`config.mk`:
```
export PLATFORM = sky130hd
export DESIGN_NAME = exec_stage_flex_flat
export DESIGN_NICKNAME = d
export VERILOG_FILES = /design/src/rtl/exec_stage_flex_if.sv /design/src/rtl/exec_stage_flex.sv /design/src/flat_wrapper.sv
export SDC_FILE = /design/constraint.sdc
export NUM_CORES = 1
export LEC_CHECK = 0
export BUFFER_PORTS_ARGS = -buffer_cell sky130_fd_sc_hd__buf_2
export CAP_MARGIN = 25
export CORE_ASPECT_RATIO = 0.8
export CORE_MARGIN = 2
export CORE_UTILIZATION = 35
export CTS_CLUSTER_DIAMETER = 30
export CTS_CLUSTER_SIZE = 30
export DETAILED_ROUTE_END_ITERATION = 16
export PLACE_DENSITY = 0.66
export SKIP_LAST_GASP = 1
export SLEW_MARGIN = 20
export SYNTH_ARGS = -nofsm -noshare
export SYNTH_HDL_FRONTEND = slang
export SYNTH_SLANG_ARGS = --single-unit
export TNS_END_PERCENT = 1
```
`constraint.sdc`:
```
create_clock -name clk -period 3.35 [get_ports clk]
set_input_delay 0.1675 -clock clk [delete_from_list [all_inputs] [get_ports clk]]
set_output_delay 0.1675 -clock clk [all_outputs]
set_load 0.05 [all_outputs]
```
`src/rtl/exec_stage_flex_if.sv`:
```
// Handshake and bus bundle between the decoder, exec_stage_flex and the mem/writeback stages.
// The master side is the upstream decoder plus downstream consumer; the slave side is the stage.
interface exec_stage_flex_if #(
   parameter int DATA_W     = 16,
   parameter int REG_ADDR_W = 4
);
   logic                  in_valid;
   logic                  in_ready;
   logic [2:0]            in_op;
   logic [DATA_W-1:0]     in_a;
   logic [DATA_W-1:0]     in_b;
   logic [2:0]            in_cond;
   logic                  in_flag_we;
   logic [1:0]            in_reg_we;
   logic [REG_ADDR_W-1:0] in_reg_dest;
   logic                  in_set_pc;
   logic [1:0]            in_mem_read;
   logic [1:0]            in_mem_write;
   logic [DATA_W-1:0]     in_mem_addr;
   logic [DATA_W-1:0]     in_pc;
   logic [DATA_W-1:0]     in_imm;

   logic                  out_valid;
   logic                  out_ready;
   logic [DATA_W-1:0]     out_data;
   logic [DATA_W-1:0]     out_mem_addr;
   logic [DATA_W-1:0]     out_pc;
   logic [DATA_W-1:0]     out_imm;
   logic [1:0]            out_reg_we;
   logic [REG_ADDR_W-1:0] out_reg_dest;
   logic                  out_set_pc;
   logic [1:0]            out_mem_read;
   logic [1:0]            out_mem_write;
   logic                  mem_op_next;
   logic [3:0]            status_flags;

   modport master (
      output in_valid, in_op, in_a, in_b, in_cond, in_flag_we, in_reg_we, in_reg_dest,
             in_set_pc, in_mem_read, in_mem_write, in_mem_addr, in_pc, in_imm, out_ready,
      input  in_ready, out_valid, out_data, out_mem_addr, out_pc, out_imm, out_reg_we,
             out_reg_dest, out_set_pc, out_mem_read, out_mem_write, mem_op_next, status_flags
   );

   modport slave (
      input  in_valid, in_op, in_a, in_b, in_cond, in_flag_we, in_reg_we, in_reg_dest,
             in_set_pc, in_mem_read, in_mem_write, in_mem_addr, in_pc, in_imm, out_ready,
      output in_ready, out_valid, out_data, out_mem_addr, out_pc, out_imm, out_reg_we,
             out_reg_dest, out_set_pc, out_mem_read, out_mem_write, mem_op_next, status_flags
   );
endinterface

```
`src/rtl/exec_stage_flex.sv`:
```
// Execute stage with valid/ready handshakes, condition-gated side effects and {Z,C,N,V} flags.
// Define EXEC_STAGE_MUL_EN to build the multi-cycle shift-add multiplier for op 7; otherwise op 7 is a NOP.
//
// state  | meaning
// S_IDLE | accepting instructions, single-cycle ops complete on the accept edge
// S_MUL  | shift-add multiply in progress, then wait for downstream room to publish the result
module exec_stage_flex #(
   parameter int DATA_W     = 16,
   parameter int REG_ADDR_W = 4,
   parameter int MUL_CNT_W  = 5
) (
   input  logic             clk,
   input  logic             rst,
   exec_stage_flex_if.slave bus
);

   if (DATA_W < 8) begin : g_bad_data_w
      $error("exec_stage_flex: DATA_W must be at least 8");
   end
   if ((2 ** MUL_CNT_W) <= DATA_W) begin : g_bad_cnt_w
      $error("exec_stage_flex: MUL_CNT_W too narrow for DATA_W steps");
   end

   localparam logic [2:0] OP_ADD = 3'd0;
   localparam logic [2:0] OP_SUB = 3'd1;
   localparam logic [2:0] OP_AND = 3'd2;
   localparam logic [2:0] OP_OR  = 3'd3;
   localparam logic [2:0] OP_XOR = 3'd4;
   localparam logic [2:0] OP_SHL = 3'd5;
   localparam logic [2:0] OP_SHR = 3'd6;
   localparam logic [2:0] OP_MUL = 3'd7;

   typedef struct packed {
      logic [1:0]            reg_we;
      logic [REG_ADDR_W-1:0] reg_dest;
      logic                  set_pc;
      logic [1:0]            mem_read;
      logic [1:0]            mem_write;
      logic [DATA_W-1:0]     mem_addr;
      logic [DATA_W-1:0]     pc;
      logic [DATA_W-1:0]     imm;
   } side_t;

   function automatic side_t gate_side(input side_t s, input logic ok);
      side_t g;
      g = s;
      if (!ok) begin
         g.reg_we    = '0;
         g.set_pc    = 1'b0;
         g.mem_read  = '0;
         g.mem_write = '0;
      end
      return g;
   endfunction

   logic              valid_q, valid_d;
   logic [DATA_W-1:0] data_q, data_d;
   side_t             side_q, side_d;
   logic [3:0]        flags_q, flags_d;

   side_t             in_side;
   logic              accept;
   logic              cond_ok;
   logic              op_is_mul;
   logic              out_room;

   logic [DATA_W:0]   add_full;
   logic [DATA_W:0]   sub_full;
   logic [DATA_W-1:0] alu_res;
   logic              alu_c;
   logic              alu_v;

   assign in_side.reg_we    = bus.in_reg_we;
   assign in_side.reg_dest  = bus.in_reg_dest;
   assign in_side.set_pc    = bus.in_set_pc;
   assign in_side.mem_read  = bus.in_mem_read;
   assign in_side.mem_write = bus.in_mem_write;
   assign in_side.mem_addr  = bus.in_mem_addr;
   assign in_side.pc        = bus.in_pc;
   assign in_side.imm       = bus.in_imm;

   assign op_is_mul = (bus.in_op == OP_MUL);
   assign out_room  = !valid_q || bus.out_ready;

`ifdef EXEC_STAGE_MUL_EN
   typedef enum logic {S_IDLE, S_MUL} state_t;
   localparam logic [MUL_CNT_W-1:0] MUL_STEPS = MUL_CNT_W'(DATA_W);

   state_t                  state_q, state_d;
   logic [MUL_CNT_W-1:0]    cnt_q, cnt_d;
   logic [2*DATA_W-1:0]     mcand_q, mcand_d;
   logic [DATA_W-1:0]       mplier_q, mplier_d;
   logic [2*DATA_W-1:0]     acc_q, acc_d;
   side_t                   m_side_q, m_side_d;
   logic                    m_ok_q, m_ok_d;
   logic                    m_fwe_q, m_fwe_d;

   assign bus.in_ready = (state_q == S_IDLE) && out_room;
`else
   assign bus.in_ready = out_room;
`endif

   assign accept          = bus.in_valid && bus.in_ready;
   assign bus.mem_op_next = bus.in_valid && (bus.in_mem_read[0] || bus.in_mem_write[0]);

   // Flags are {Z,C,N,V}; the condition always sees the value before this instruction's update.
   always_comb begin
      cond_ok = 1'b0;
      case (bus.in_cond)
         3'd0:    cond_ok = 1'b1;
         3'd1:    cond_ok = flags_q[3];
         3'd2:    cond_ok = !flags_q[3];
         3'd3:    cond_ok = flags_q[2];
         3'd4:    cond_ok = !flags_q[2];
         3'd5:    cond_ok = flags_q[1];
         3'd6:    cond_ok = flags_q[0];
         default: cond_ok = 1'b0;
      endcase
   end

   always_comb begin
      add_full = {1'b0, bus.in_a} + {1'b0, bus.in_b};
      sub_full = {1'b0, bus.in_a} + {1'b0, ~bus.in_b} + (DATA_W+1)'(1);
      alu_res  = '0;
      alu_c    = 1'b0;
      alu_v    = 1'b0;
      case (bus.in_op)
         OP_ADD: begin
            alu_res = add_full[DATA_W-1:0];
            alu_c   = add_full[DATA_W];
            alu_v   = (bus.in_a[DATA_W-1] == bus.in_b[DATA_W-1]) &&
                      (alu_res[DATA_W-1] != bus.in_a[DATA_W-1]);
         end
         OP_SUB: begin
            alu_res = sub_full[DATA_W-1:0];
            alu_c   = sub_full[DATA_W];
            alu_v   = (bus.in_a[DATA_W-1] != bus.in_b[DATA_W-1]) &&
                      (alu_res[DATA_W-1] != bus.in_a[DATA_W-1]);
         end
         OP_AND: alu_res = bus.in_a & bus.in_b;
         OP_OR:  alu_res = bus.in_a | bus.in_b;
         OP_XOR: alu_res = bus.in_a ^ bus.in_b;
         OP_SHL: begin
            alu_res = {bus.in_a[DATA_W-2:0], 1'b0};
            alu_c   = bus.in_a[DATA_W-1];
         end
         OP_SHR: begin
            alu_res = {1'b0, bus.in_a[DATA_W-1:1]};
            alu_c   = bus.in_a[0];
         end
         default: alu_res = '0;
      endcase
   end

   always_comb begin
      valid_d = valid_q;
      data_d  = data_q;
      side_d  = side_q;
      flags_d = flags_q;
      if (valid_q && bus.out_ready) valid_d = 1'b0;

`ifdef EXEC_STAGE_MUL_EN
      state_d  = state_q;
      cnt_d    = cnt_q;
      mcand_d  = mcand_q;
      mplier_d = mplier_q;
      acc_d    = acc_q;
      m_side_d = m_side_q;
      m_ok_d   = m_ok_q;
      m_fwe_d  = m_fwe_q;

      if (accept && !op_is_mul) begin
`else
      if (accept) begin
`endif
         // Without the multiplier, op 7 lands here with a zero result and no side effects.
         valid_d = 1'b1;
         data_d  = alu_res;
         side_d  = gate_side(in_side, cond_ok && !op_is_mul);
         if (cond_ok && bus.in_flag_we && !op_is_mul)
            flags_d = {(alu_res == '0), alu_c, alu_res[DATA_W-1], alu_v};
      end

`ifdef EXEC_STAGE_MUL_EN
      case (state_q)
         S_IDLE: begin
            if (accept && op_is_mul) begin
               state_d  = S_MUL;
               cnt_d    = '0;
               mcand_d  = {{DATA_W{1'b0}}, bus.in_a};
               mplier_d = bus.in_b;
               acc_d    = '0;
               m_side_d = in_side;
               m_ok_d   = cond_ok;
               m_fwe_d  = bus.in_flag_we;
            end
         end
         S_MUL: begin
            if (cnt_q != MUL_STEPS) begin
               if (mplier_q[0]) acc_d = acc_q + mcand_q;
               mcand_d  = mcand_q << 1;
               mplier_d = mplier_q >> 1;
               cnt_d    = cnt_q + 1'b1;
            end else if (out_room) begin
               // Publish only once the previous result has been taken.
               state_d = S_IDLE;
               valid_d = 1'b1;
               data_d  = acc_q[DATA_W-1:0];
               side_d  = gate_side(m_side_q, m_ok_q);
               if (m_ok_q && m_fwe_q)
                  flags_d = {(acc_q[DATA_W-1:0] == '0), |acc_q[2*DATA_W-1:DATA_W],
                             acc_q[DATA_W-1], 1'b0};
            end
         end
         default: state_d = S_IDLE;
      endcase
`endif
   end

   always_ff @(posedge clk) begin
      if (rst) begin
         valid_q  <= 1'b0;
         data_q   <= '0;
         side_q   <= '0;
         flags_q  <= '0;
`ifdef EXEC_STAGE_MUL_EN
         state_q  <= S_IDLE;
         cnt_q    <= '0;
         mcand_q  <= '0;
         mplier_q <= '0;
         acc_q    <= '0;
         m_side_q <= '0;
         m_ok_q   <= 1'b0;
         m_fwe_q  <= 1'b0;
`endif
      end else begin
         valid_q  <= valid_d;
         data_q   <= data_d;
         side_q   <= side_d;
         flags_q  <= flags_d;
`ifdef EXEC_STAGE_MUL_EN
         state_q  <= state_d;
         cnt_q    <= cnt_d;
         mcand_q  <= mcand_d;
         mplier_q <= mplier_d;
         acc_q    <= acc_d;
         m_side_q <= m_side_d;
         m_ok_q   <= m_ok_d;
         m_fwe_q  <= m_fwe_d;
`endif
      end
   end

   assign bus.out_valid     = valid_q;
   assign bus.out_data      = data_q;
   assign bus.out_reg_we    = side_q.reg_we;
   assign bus.out_reg_dest  = side_q.reg_dest;
   assign bus.out_set_pc    = side_q.set_pc;
   assign bus.out_mem_read  = side_q.mem_read;
   assign bus.out_mem_write = side_q.mem_write;
   assign bus.out_mem_addr  = side_q.mem_addr;
   assign bus.out_pc        = side_q.pc;
   assign bus.out_imm       = side_q.imm;
   assign bus.status_flags  = flags_q;

endmodule

```
`src/flat_wrapper.sv`:
```
// flat-port wrapper written by rule: the top's interface ports become plain ports
module exec_stage_flex_flat 
#(
   parameter int DATA_W     = 16,
   parameter int REG_ADDR_W = 4,
   parameter int MUL_CNT_W  = 5
)
  (clk, rst, bus_in_valid, bus_in_op, bus_in_a, bus_in_b, bus_in_cond, bus_in_flag_we, bus_in_reg_we, bus_in_reg_dest, bus_in_set_pc, bus_in_mem_read, bus_in_mem_write, bus_in_mem_addr, bus_in_pc, bus_in_imm, bus_out_ready, bus_in_ready, bus_out_valid, bus_out_data, bus_out_mem_addr, bus_out_pc, bus_out_imm, bus_out_reg_we, bus_out_reg_dest, bus_out_set_pc, bus_out_mem_read, bus_out_mem_write, bus_mem_op_next, bus_status_flags);
  exec_stage_flex_if #(.DATA_W(DATA_W), .REG_ADDR_W(REG_ADDR_W)) bus_i ();
  input  logic clk;
  input  logic rst;
  input wire logic [$bits(bus_i.in_valid)-1:0] bus_in_valid;
  input wire logic [$bits(bus_i.in_op)-1:0] bus_in_op;
  input wire logic [$bits(bus_i.in_a)-1:0] bus_in_a;
  input wire logic [$bits(bus_i.in_b)-1:0] bus_in_b;
  input wire logic [$bits(bus_i.in_cond)-1:0] bus_in_cond;
  input wire logic [$bits(bus_i.in_flag_we)-1:0] bus_in_flag_we;
  input wire logic [$bits(bus_i.in_reg_we)-1:0] bus_in_reg_we;
  input wire logic [$bits(bus_i.in_reg_dest)-1:0] bus_in_reg_dest;
  input wire logic [$bits(bus_i.in_set_pc)-1:0] bus_in_set_pc;
  input wire logic [$bits(bus_i.in_mem_read)-1:0] bus_in_mem_read;
  input wire logic [$bits(bus_i.in_mem_write)-1:0] bus_in_mem_write;
  input wire logic [$bits(bus_i.in_mem_addr)-1:0] bus_in_mem_addr;
  input wire logic [$bits(bus_i.in_pc)-1:0] bus_in_pc;
  input wire logic [$bits(bus_i.in_imm)-1:0] bus_in_imm;
  input wire logic [$bits(bus_i.out_ready)-1:0] bus_out_ready;
  output wire logic [$bits(bus_i.in_ready)-1:0] bus_in_ready;
  output wire logic [$bits(bus_i.out_valid)-1:0] bus_out_valid;
  output wire logic [$bits(bus_i.out_data)-1:0] bus_out_data;
  output wire logic [$bits(bus_i.out_mem_addr)-1:0] bus_out_mem_addr;
  output wire logic [$bits(bus_i.out_pc)-1:0] bus_out_pc;
  output wire logic [$bits(bus_i.out_imm)-1:0] bus_out_imm;
  output wire logic [$bits(bus_i.out_reg_we)-1:0] bus_out_reg_we;
  output wire logic [$bits(bus_i.out_reg_dest)-1:0] bus_out_reg_dest;
  output wire logic [$bits(bus_i.out_set_pc)-1:0] bus_out_set_pc;
  output wire logic [$bits(bus_i.out_mem_read)-1:0] bus_out_mem_read;
  output wire logic [$bits(bus_i.out_mem_write)-1:0] bus_out_mem_write;
  output wire logic [$bits(bus_i.mem_op_next)-1:0] bus_mem_op_next;
  output wire logic [$bits(bus_i.status_flags)-1:0] bus_status_flags;
  assign bus_i.in_valid = bus_in_valid;
  assign bus_i.in_op = bus_in_op;
  assign bus_i.in_a = bus_in_a;
  assign bus_i.in_b = bus_in_b;
  assign bus_i.in_cond = bus_in_cond;
  assign bus_i.in_flag_we = bus_in_flag_we;
  assign bus_i.in_reg_we = bus_in_reg_we;
  assign bus_i.in_reg_dest = bus_in_reg_dest;
  assign bus_i.in_set_pc = bus_in_set_pc;
  assign bus_i.in_mem_read = bus_in_mem_read;
  assign bus_i.in_mem_write = bus_in_mem_write;
  assign bus_i.in_mem_addr = bus_in_mem_addr;
  assign bus_i.in_pc = bus_in_pc;
  assign bus_i.in_imm = bus_in_imm;
  assign bus_i.out_ready = bus_out_ready;
  assign bus_in_ready = bus_i.in_ready;
  assign bus_out_valid = bus_i.out_valid;
  assign bus_out_data = bus_i.out_data;
  assign bus_out_mem_addr = bus_i.out_mem_addr;
  assign bus_out_pc = bus_i.out_pc;
  assign bus_out_imm = bus_i.out_imm;
  assign bus_out_reg_we = bus_i.out_reg_we;
  assign bus_out_reg_dest = bus_i.out_reg_dest;
  assign bus_out_set_pc = bus_i.out_set_pc;
  assign bus_out_mem_read = bus_i.out_mem_read;
  assign bus_out_mem_write = bus_i.out_mem_write;
  assign bus_mem_op_next = bus_i.mem_op_next;
  assign bus_status_flags = bus_i.status_flags;
  exec_stage_flex #(.DATA_W(DATA_W), .REG_ADDR_W(REG_ADDR_W), .MUL_CNT_W(MUL_CNT_W)) u_core (.clk(clk), .rst(rst), .bus(bus_i));
endmodule
```
==> out/metrics.cfg, run 1 <==
[outcome]
status = complete, no violations

[power_and_ir_drop]
total_power_uw = 3130
p_comb_frac = 0.318
power_switching_uw = 1130
ir_drop_v = 0.000248
internal_power_uw = 2000
seqPwrFrac = 0.333
power.density_mw_per_mm2 = 437
p_sw_frac = 0.362
clkPwrFrac = 0.349
p_leak_uw = 0.00337

[critical_path]
worst_path_max_delay_cell = o22ai_1
worstPathCellList = buf_2 -> inv_1 -> ha_1 -> a21oi_1 -> a21boi_0 -> o22ai_1 -> o21ai_1 -> or4_1 -> a32o_1 -> o21ai_0 -> nor2b_1
crit_fanout = 8
crit_buf_inv = 2
cp_top_family = compound AO/OA/AOI/OAI gates
critPathKind = primary input to register
timing.critical_path.slowest_cell_delay_ns = 0.44
critPathLaunchType = primary input
crit_required_ns = 3.61
worstPathArrival_ns = 2.99
end_kind = register

[yosys]
synth_edf_count = 0
synth.avg_cell_area_um2 = 7.34
syn_inst = 785
yosysSeqAreaShare = 0.278
yosys_warnings = 0
yosys_most_used_dff = dfxtp_1
syn_area_mm2 = 0.00576
async_flop_share = 0
synthDistinctLibCells = 71
synth_seq_cells = 80
synth_nets = 938

[layout]
layout_common_cells = 183 x buf_2, 135 x nand2_1, 97 x a21oi_1
finalNetCount = 1090
diodes = 0
layout_commonest_cell = buf_2
area_growth_syn_to_layout_pct = 24.3
postLayoutCellArea_mm2 = 0.00716
drive_gt1_frac = 0.248

[drt]
viasPerCell = 5.33
first_pass_iters = 6
drc = 0
routed_wl_mm = 18.4
vias = 6169
drt_iter0_markers = 643
ant_nets = 0
post_drt_wl_per_cell_um = 15.9

[place]
dp.final_hpwl_mm = 14.0
globalplace.congestion = 0.919
dpl_cell_area_mm2 = 0.00683
preCtsSetupSlack_ns = 0.389
io_buffers = 183

[timing]
fin_setup_tns_ns = 0
fin_crit_sh = 0.814
skew_ns = 0.00573
hold_viol_final = 0
timing.final.ws_setup_ns = 0.624
finalCriticalPeriod_ns = 2.73
setup_viol_count_final = 0
timing.fmax_mhz = 367
final_max_slew_viol_count = 0
rsz0062_at_grt = no
relSlewSlack = 0.324
worst_pin_slew_ns = 1.01

[die]
die_w_um = 147
pin_count = 184
rows = 41
coreArea_mm2 = 0.0160
die_y_um = 119
die-area_mm2 = 0.0175
start_util = 0.361

[clock_network]
cts_max_level = 3
cts_resized = 0
cts_buffer_depth = 2
path_clk_slew_ns = 0.07
ctsHoldBuffers = 0
root_buffer = clkbuf_16
clock_latency_ns = 0.33
clock_sinks = 80
tritoncts = yes
numCtsBuffers = 9
postCtsSetupBuffers = 0

[global_routing]
grt_pass1_wl_mm = 28.8
grt_overflow = 0
track_usage = 0.202
grt_pass1_vias = 5343
antenna_found_initial = 0
grt_max_degree = 77

[worst_hold_path]
min_path_type = primary input to register

[run]
drv_cap = 0

==> power by group through the flow <==
stage               combinational [µW]  sequential (µW)  clock [µW]
floorplan                          494             1270           0
global placement                   980             1060           0
detailed placement                 980             1060           0
CTS                                985             1040        1120
global route                      1080             1050        1160
finish                             994             1040        1090
==> worst min-delay path, cell delays in order <==
cell and delay, ns:
buf_2 0.09, nand2_1 0.05, a21oi_1 0.05
==> metal layers <==
metal | vias up | GRT usage | wire [µm]
met5 | - | 0 | 0
met4 | 0 | 0.0355 | 176
met3 | 17 | 0.0432 | 1460
met2 | 267 | 0.300 | 7840
met1 | 2821 | 0.302 | 8930
li1 | 3064 | - | -
==> synthesized netlist by cell type, types with 9 or more instances <==
library cell,n,area [µm²]
mux2i_1,19,190
nor2b_1,10,62.6
nand2_1,136,510
nor2_1,60,225
inv_1,51,191
nor3_1,21,105
o22ai_1,10,62.6
clkbuf_1,34,128
o21ai_0,33,165
dfxtp_1,80,1600
nand2b_1,10,62.6
buf_1,9,33.8
buf_2,11,55.1
a211oi_1,13,97.6
ha_1,49,613
a21oi_1,97,485
==> metrics by stage <==
stage	util	hold slack, ns	cells
6_report	0.449	0.0658	1157
4_1_cts	0.449	0.0571	1157
5_1_grt	0.449	0.0611	1157
3_5_place_dp	0.428	0.414	1141
3_3_place_gp	0.428	0.402	1141
2_1_floorplan	-	0.304	785
==> final timing paths <==
path | to | slack, ns | startpoint | cells past startpoint
setup / recovery | u_core.bus.out_data[14] | 0.62 | bus_in_a[6] | 11
hold / removal | u_core.bus.out_imm[10] | 0.07 | bus_in_imm[10] | 3
setup reg to reg | u_core.bus.status_flags[2] | 0.94 | u_core.bus.status_flags[2] | 6
hold reg to reg | u_core.bus.out_imm[1] | 0.45 | u_core.bus.out_imm[1] | 2
==> sequential cells by signal, indices dropped and copies added, names as in the netlist <==
register,count
u_core.bus.out_mem_addr,16
u_core.bus.status_flags,4
u_core.bus.out_mem_read,2
u_core.bus.out_reg_dest,4
u_core.bus.out_pc,16
u_core.bus.out_set_pc,1
u_core.bus.out_valid,1
u_core.bus.out_mem_write,2
u_core.bus.out_data,16
u_core.bus.out_reg_we,2
u_core.bus.out_imm,16
==> layout make-up <==
| cell class | count | area [µm²] |
|---|---|---|
| Clock buffer | 9 | 225 |
| Clock inverter | 7 | 106 |
| Fill cell | 1645 | 8790 |
| Inverter | 51 | 191 |
| Multi-Input combinational cell | 597 | 3740 |
| Sequential cell | 80 | 1600 |
| Tap cell | 215 | 269 |
| Timing Repair Buffer | 198 | 1030 |
==> kinds of logic (layout without fill, tap and decap cells) <==
group / Yosys count / in the layout / share of synthesized area
muxes: 23 / 23 / 0.0428
and+or+nand+nor: 278 / 278 / 0.216
AOI/OAI and AO/OA: 237 / 237 / 0.264
DFF: 80 / 80 / 0.278
adders and majority gates: 51 / 51 / 0.113
xor gates and xnor gates: 8 / 8 / 0.0122
buffers and inverters: 108 / 265 / 0.0742
Note: power is estimated with default switching activity, not from simulation.
==> run 2: changes to the inputs <==
==> constraint.sdc (replaced) <==
create_clock -name clk -period 2.8 [get_ports clk]
set_input_delay 0.14 -clock clk [delete_from_list [all_inputs] [get_ports clk]]
set_output_delay 0.14 -clock clk [all_outputs]
set_load 0.05 [all_outputs]
==> out/metrics.cfg, run 2 (same netlist as run 1, synthesis figures left out) <==
[die]
die_y_um = 119
die_w_um = 147
die-area_mm2 = 0.0175
start_util = 0.361
rows = 41
pin_count = 184
coreArea_mm2 = 0.0160

[critical_path]
end_kind = register
cp_top_family = simple AND/OR/NAND/NOR gates
worst_path_max_delay_cell = mux4_2
reg2reg_from = u_core.bus.status_flags[3]
crit_buf_inv = 3
critPathKind = primary input to register
critPathLaunch = bus_in_a[0]
crit_fanout = 3
crit_required_ns = 3.04
worstPathCellList = buf_2 -> inv_1 -> ha_1 -> inv_1 -> fa_1 -> mux4_2 -> o21a_1 -> nor3_1 -> and4_1 -> nand4_1 -> nor4b_1 -> nand4_1 -> o31ai_1
worstPathArrival_ns = 2.90
timing.critical_path.slowest_cell_delay_ns = 0.47
critPathLaunchType = primary input

[timing]
skew_ns = 0.00597
timing.fmax_mhz = 376
setup_viol_count_final = 0
fin_crit_sh = 0.949
worst_pin_slew_ns = 0.867
hold_viol_final = 0
fin_setup_tns_ns = 0
finalCriticalPeriod_ns = 2.66
relSlewSlack = 0.422
timing.final.ws_setup_ns = 0.142
rsz0062_at_grt = no
final_max_slew_viol_count = 0

[global_routing]
grt_max_degree = 81
grt_pass1_wl_mm = 30.3
grt_pass1_vias = 5800
grt_overflow = 0
track_usage = 0.211
antenna_found_initial = 0

[layout]
n_fill_cell = 1682
area_growth_syn_to_layout_pct = 28.7
drive_gt1_frac = 0.277
layout_common_cells = 183 x buf_2, 135 x nand2_1, 97 x a21oi_1
diodes = 0
regArea_mm2 = 0.00160
finalNetCount = 1129
layout_commonest_cell = buf_2
multi_input_area_mm2 = 0.00374

[clock_network]
clock_sinks = 80
clock_latency_ns = 0.33
cts_resized = 0
numCtsBuffers = 9
cts_max_level = 3
cts_buffer_depth = 2
path_clk_slew_ns = 0.07
tritoncts = yes
postCtsSetupBuffers = 0
root_buffer = clkbuf_16
ctsHoldBuffers = 0

[power_and_ir_drop]
total_power_uw = 3620
power.density_mw_per_mm2 = 488
ir_drop_v = 0.000364
p_leak_uw = 0.00354

[place]
dp.final_hpwl_mm = 14.4
globalplace.congestion = 0.919
preCtsSetupSlack_ns = -0.148
io_buffers = 183

[drt]
drc = 0
first_pass_iters = 5
post_drt_wl_per_cell_um = 15.7
drt_iter0_markers = 475
vias = 6313
routed_wl_mm = 18.8
viasPerCell = 5.28
ant_nets = 0

[worst_hold_path]
min_path_type = primary input to register
hold_start = bus_in_pc[12]

[outcome]
status = complete, no violations

[run]
drv_cap = 0

run 2: changes by cell type in the layout (fill, tap and decap cells not counted), sizes merged:
cell	previous run	this run
buf	198	237
bufinv	2	0
clkinv	0	2
clkinvlp	0	2
inv	56	54
run 2: path summary, 6_finish.rpt:
kind,endpoint,slack (ns),cells past startpoint
max,u_core.bus.status_flags[3],0.14,13
min,u_core.bus.out_pc[12],0.04,3
max reg2reg,u_core.bus.status_flags[3],0.53,8
min reg2reg,u_core.bus.out_imm[6],0.45,2
run 2: power by group:
group,internal [µW],switching [µW]
Sequential,1210,38.0
Clock,616,491
Combinational,437,826
Total,2260,1360
run 2: area by class of cell:
cell class,instances,area share
inverter,51,0.0258
multi-input combinational,597,0.504
tap,215,0.0363
timing repair buffer,237,0.180
sequential,80,0.216
clock buffer,9,0.0304
clock inverter,7,0.00826
run 2: stage by stage:
| stage | cell area (µm²) | cells | util | hold WS (ns) |
|---|---|---|---|---|
| final | 7420 | 1196 | 0.465 | 0.0390 |
| after global routing | 7420 | 1196 | 0.465 | 0.0349 |
| after CTS | 7410 | 1195 | 0.465 | 0.0310 |
| after detailed placement | 7130 | 1179 | 0.447 | 0.384 |
| after global placement | 7130 | 1179 | 0.447 | 0.373 |
| after floorplan | 5760 | 785 | - | 0.276 |
run 2: worst register-to-register path: cells and delay by family, from the launching register on:
kind	cells	cell delay, ns
and+or+nand+nor	4	0.80
AOI/OAI and AO/OA	4	0.94
DFF	1	0.45
run 2: layer usage:
layer / vias to the layer above / routed length (µm) / global-route usage / part of all wire
li1: 3139 / - / - / -
met1: 2907 / 9030 / 0.306 / 0.48
met2: 249 / 8210 / 0.326 / 0.44
met3: 18 / 1310 / 0.0429 / 0.070
met4: 0 / 200 / 0.0349 / 0.011
met5: - / 0 / 0 / 0
==> run 3: changes to the inputs <==
--- a/config.mk
+++ b/config.mk
@@ -14,6 +14,7 @@
 export CTS_CLUSTER_SIZE = 30
 export DETAILED_ROUTE_END_ITERATION = 16
 export PLACE_DENSITY = 0.66
+export REMOVE_ABC_BUFFERS = 1
 export SKIP_LAST_GASP = 1
 export SLEW_MARGIN = 20
 export SYNTH_ARGS = -nofsm -noshare
==> out/metrics.cfg, run 3 (same netlist as run 1, synthesis figures left out) <==
[outcome]
status = complete, no violations

[clock_network]
cts_resized = 0
cts_buffer_depth = 2
ctsHoldBuffers = 0
cts_max_level = 3
root_buffer = clkbuf_16
tritoncts = yes
path_clk_slew_ns = 0.07
numCtsBuffers = 9
clock_sinks = 80
postCtsSetupBuffers = 0
clock_latency_ns = 0.35

[die]
die_w_um = 147
start_util = 0.361
pin_count = 184
die-area_mm2 = 0.0175
die_y_um = 119
coreArea_mm2 = 0.0160
rows = 41

[critical_path]
timing.critical_path.slowest_cell_delay_ns = 0.46
crit_required_ns = 3.06
crit_fanout = 4
worstPathCellList = buf_2 -> inv_1 -> ha_1 -> inv_1 -> fa_1 -> mux4_2 -> o21a_1 -> nor3_1 -> and4_1 -> nand4_1 -> nor4b_1 -> nand4_1 -> o31ai_1
worstPathArrival_ns = 2.86
critPathLaunchType = primary input
end_kind = register
critPathKind = primary input to register
cp_top_family = simple AND/OR/NAND/NOR gates
crit_buf_inv = 3
worst_path_max_delay_cell = mux4_2

[drt]
wl_met2_mm = 9.16
met3_wirelength_mm = 1.38
first_pass_iters = 5
vias = 6352
viasPerCell = 5.29
ant_nets = 0
post_drt_wl_per_cell_um = 16.4
top_layer = met4
wirelength_met1_mm = 8.98
drt_iter0_markers = 622
routed_wl_mm = 19.7
drc = 0

[timing]
final_max_slew_viol_count = 0
relSlewSlack = 0.400
skew_ns = 0.00872
worst_pin_slew_ns = 0.900
finalCriticalPeriod_ns = 2.60
hold_viol_final = 0
timing.fmax_mhz = 385
fin_crit_sh = 0.928
rsz0062_at_grt = no
setup_viol_count_final = 0
fin_setup_tns_ns = 0

[layout]
postLayoutCoreUtil = 0.469
regArea_mm2 = 0.00160
multi_input_area_mm2 = 0.00374
postLayoutCellArea_mm2 = 0.00748
finalNetCount = 1134
drive_gt1_frac = 0.281
layout_common_cells = 183 x buf_2, 135 x nand2_1, 97 x a21oi_1
diodes = 0
n_fill_cell = 1622
area_growth_syn_to_layout_pct = 29.7
layout_commonest_cell = buf_2

[global_routing]
grt_overflow = 0
grt_pass1_vias = 5782
grt_pass1_wl_mm = 31.1
track_usage = 0.220
grt_max_degree = 81
antenna_found_initial = 0

[run]
drv_cap = 0

[place]
dp.final_hpwl_mm = 14.9
io_buffers = 183
dpl_cell_area_mm2 = 0.00717
globalplace.congestion = 0.957

[worst_hold_path]
min_path_type = primary input to register

[power_and_ir_drop]
p_leak_uw = 0.00357
ir_drop_v = 0.000365
power.density_mw_per_mm2 = 502

## run 3: changes by cell type in the layout (fill, tap and decap cells not counted), sizes merged
| cell | delta |
|---|---|
| buf | +5 |
| inv | -2 |
| bufinv | +1 |
| clkbuf | +1 |
## run 3: metal layers
layer,vias to the layer above,global-route usage
met2,248,0.349
met5,-,0
met4,0,0.0445
met1,2952,0.310
met3,12,0.0425
li1,3140,-
## run 3: power by group
group | internal [µW] | switching, µW | total (µW)
logic | 448 | 833 | 1280
clock network | 718 | 507 | 1220
registers | 1210 | 35.4 | 1250
total | 2380 | 1370 | 3750
## run 3: stage by stage
| stage | std cells | setup WS (ns) | hold WS (ns) | total power, µW |
|---|---|---|---|---|
| after floorplan | 728 | -1.14 | 0.209 | 2060 |
| after global placement | 1185 | -0.0398 | 0.377 | 2520 |
| after detailed placement | 1185 | -0.142 | 0.386 | 2530 |
| after CTS | 1201 | 0.237 | 0.0129 | 3770 |
| after global routing | 1201 | 0.0948 | 0.0209 | 3940 |
| final | 1201 | 0.203 | 0.0291 | 3750 |
## run 3: area by class of cell
class	count	share of cell area
Clock buffer	10	0.0320
Clock inverter	6	0.00904
Inverter	51	0.0256
Multi-Input combinational cell	597	0.500
Sequential cell	80	0.214
Tap cell	215	0.0360
Timing Repair Buffer	242	0.183
## run 3: path summary, 6_finish.rpt
check / from / depth (start not counted) / slack [ns] / end
worst min-delay path: bus_in_imm[1] / 3 / 0.03 / u_core.bus.out_imm[1]
worst max-delay path: bus_in_a[0] / 13 / 0.20 / u_core.bus.status_flags[3]
worst min register to register: u_core.bus.out_mem_addr[2] / 2 / 0.45 / u_core.bus.out_mem_addr[2]
worst max register to register: u_core.bus.status_flags[2] / 8 / 0.63 / u_core.bus.status_flags[3]
## run 3: worst min-delay path: stages
cell	delay [ns]
buf_2	0.09
nand2_1	0.04
a21oi_1	0.05
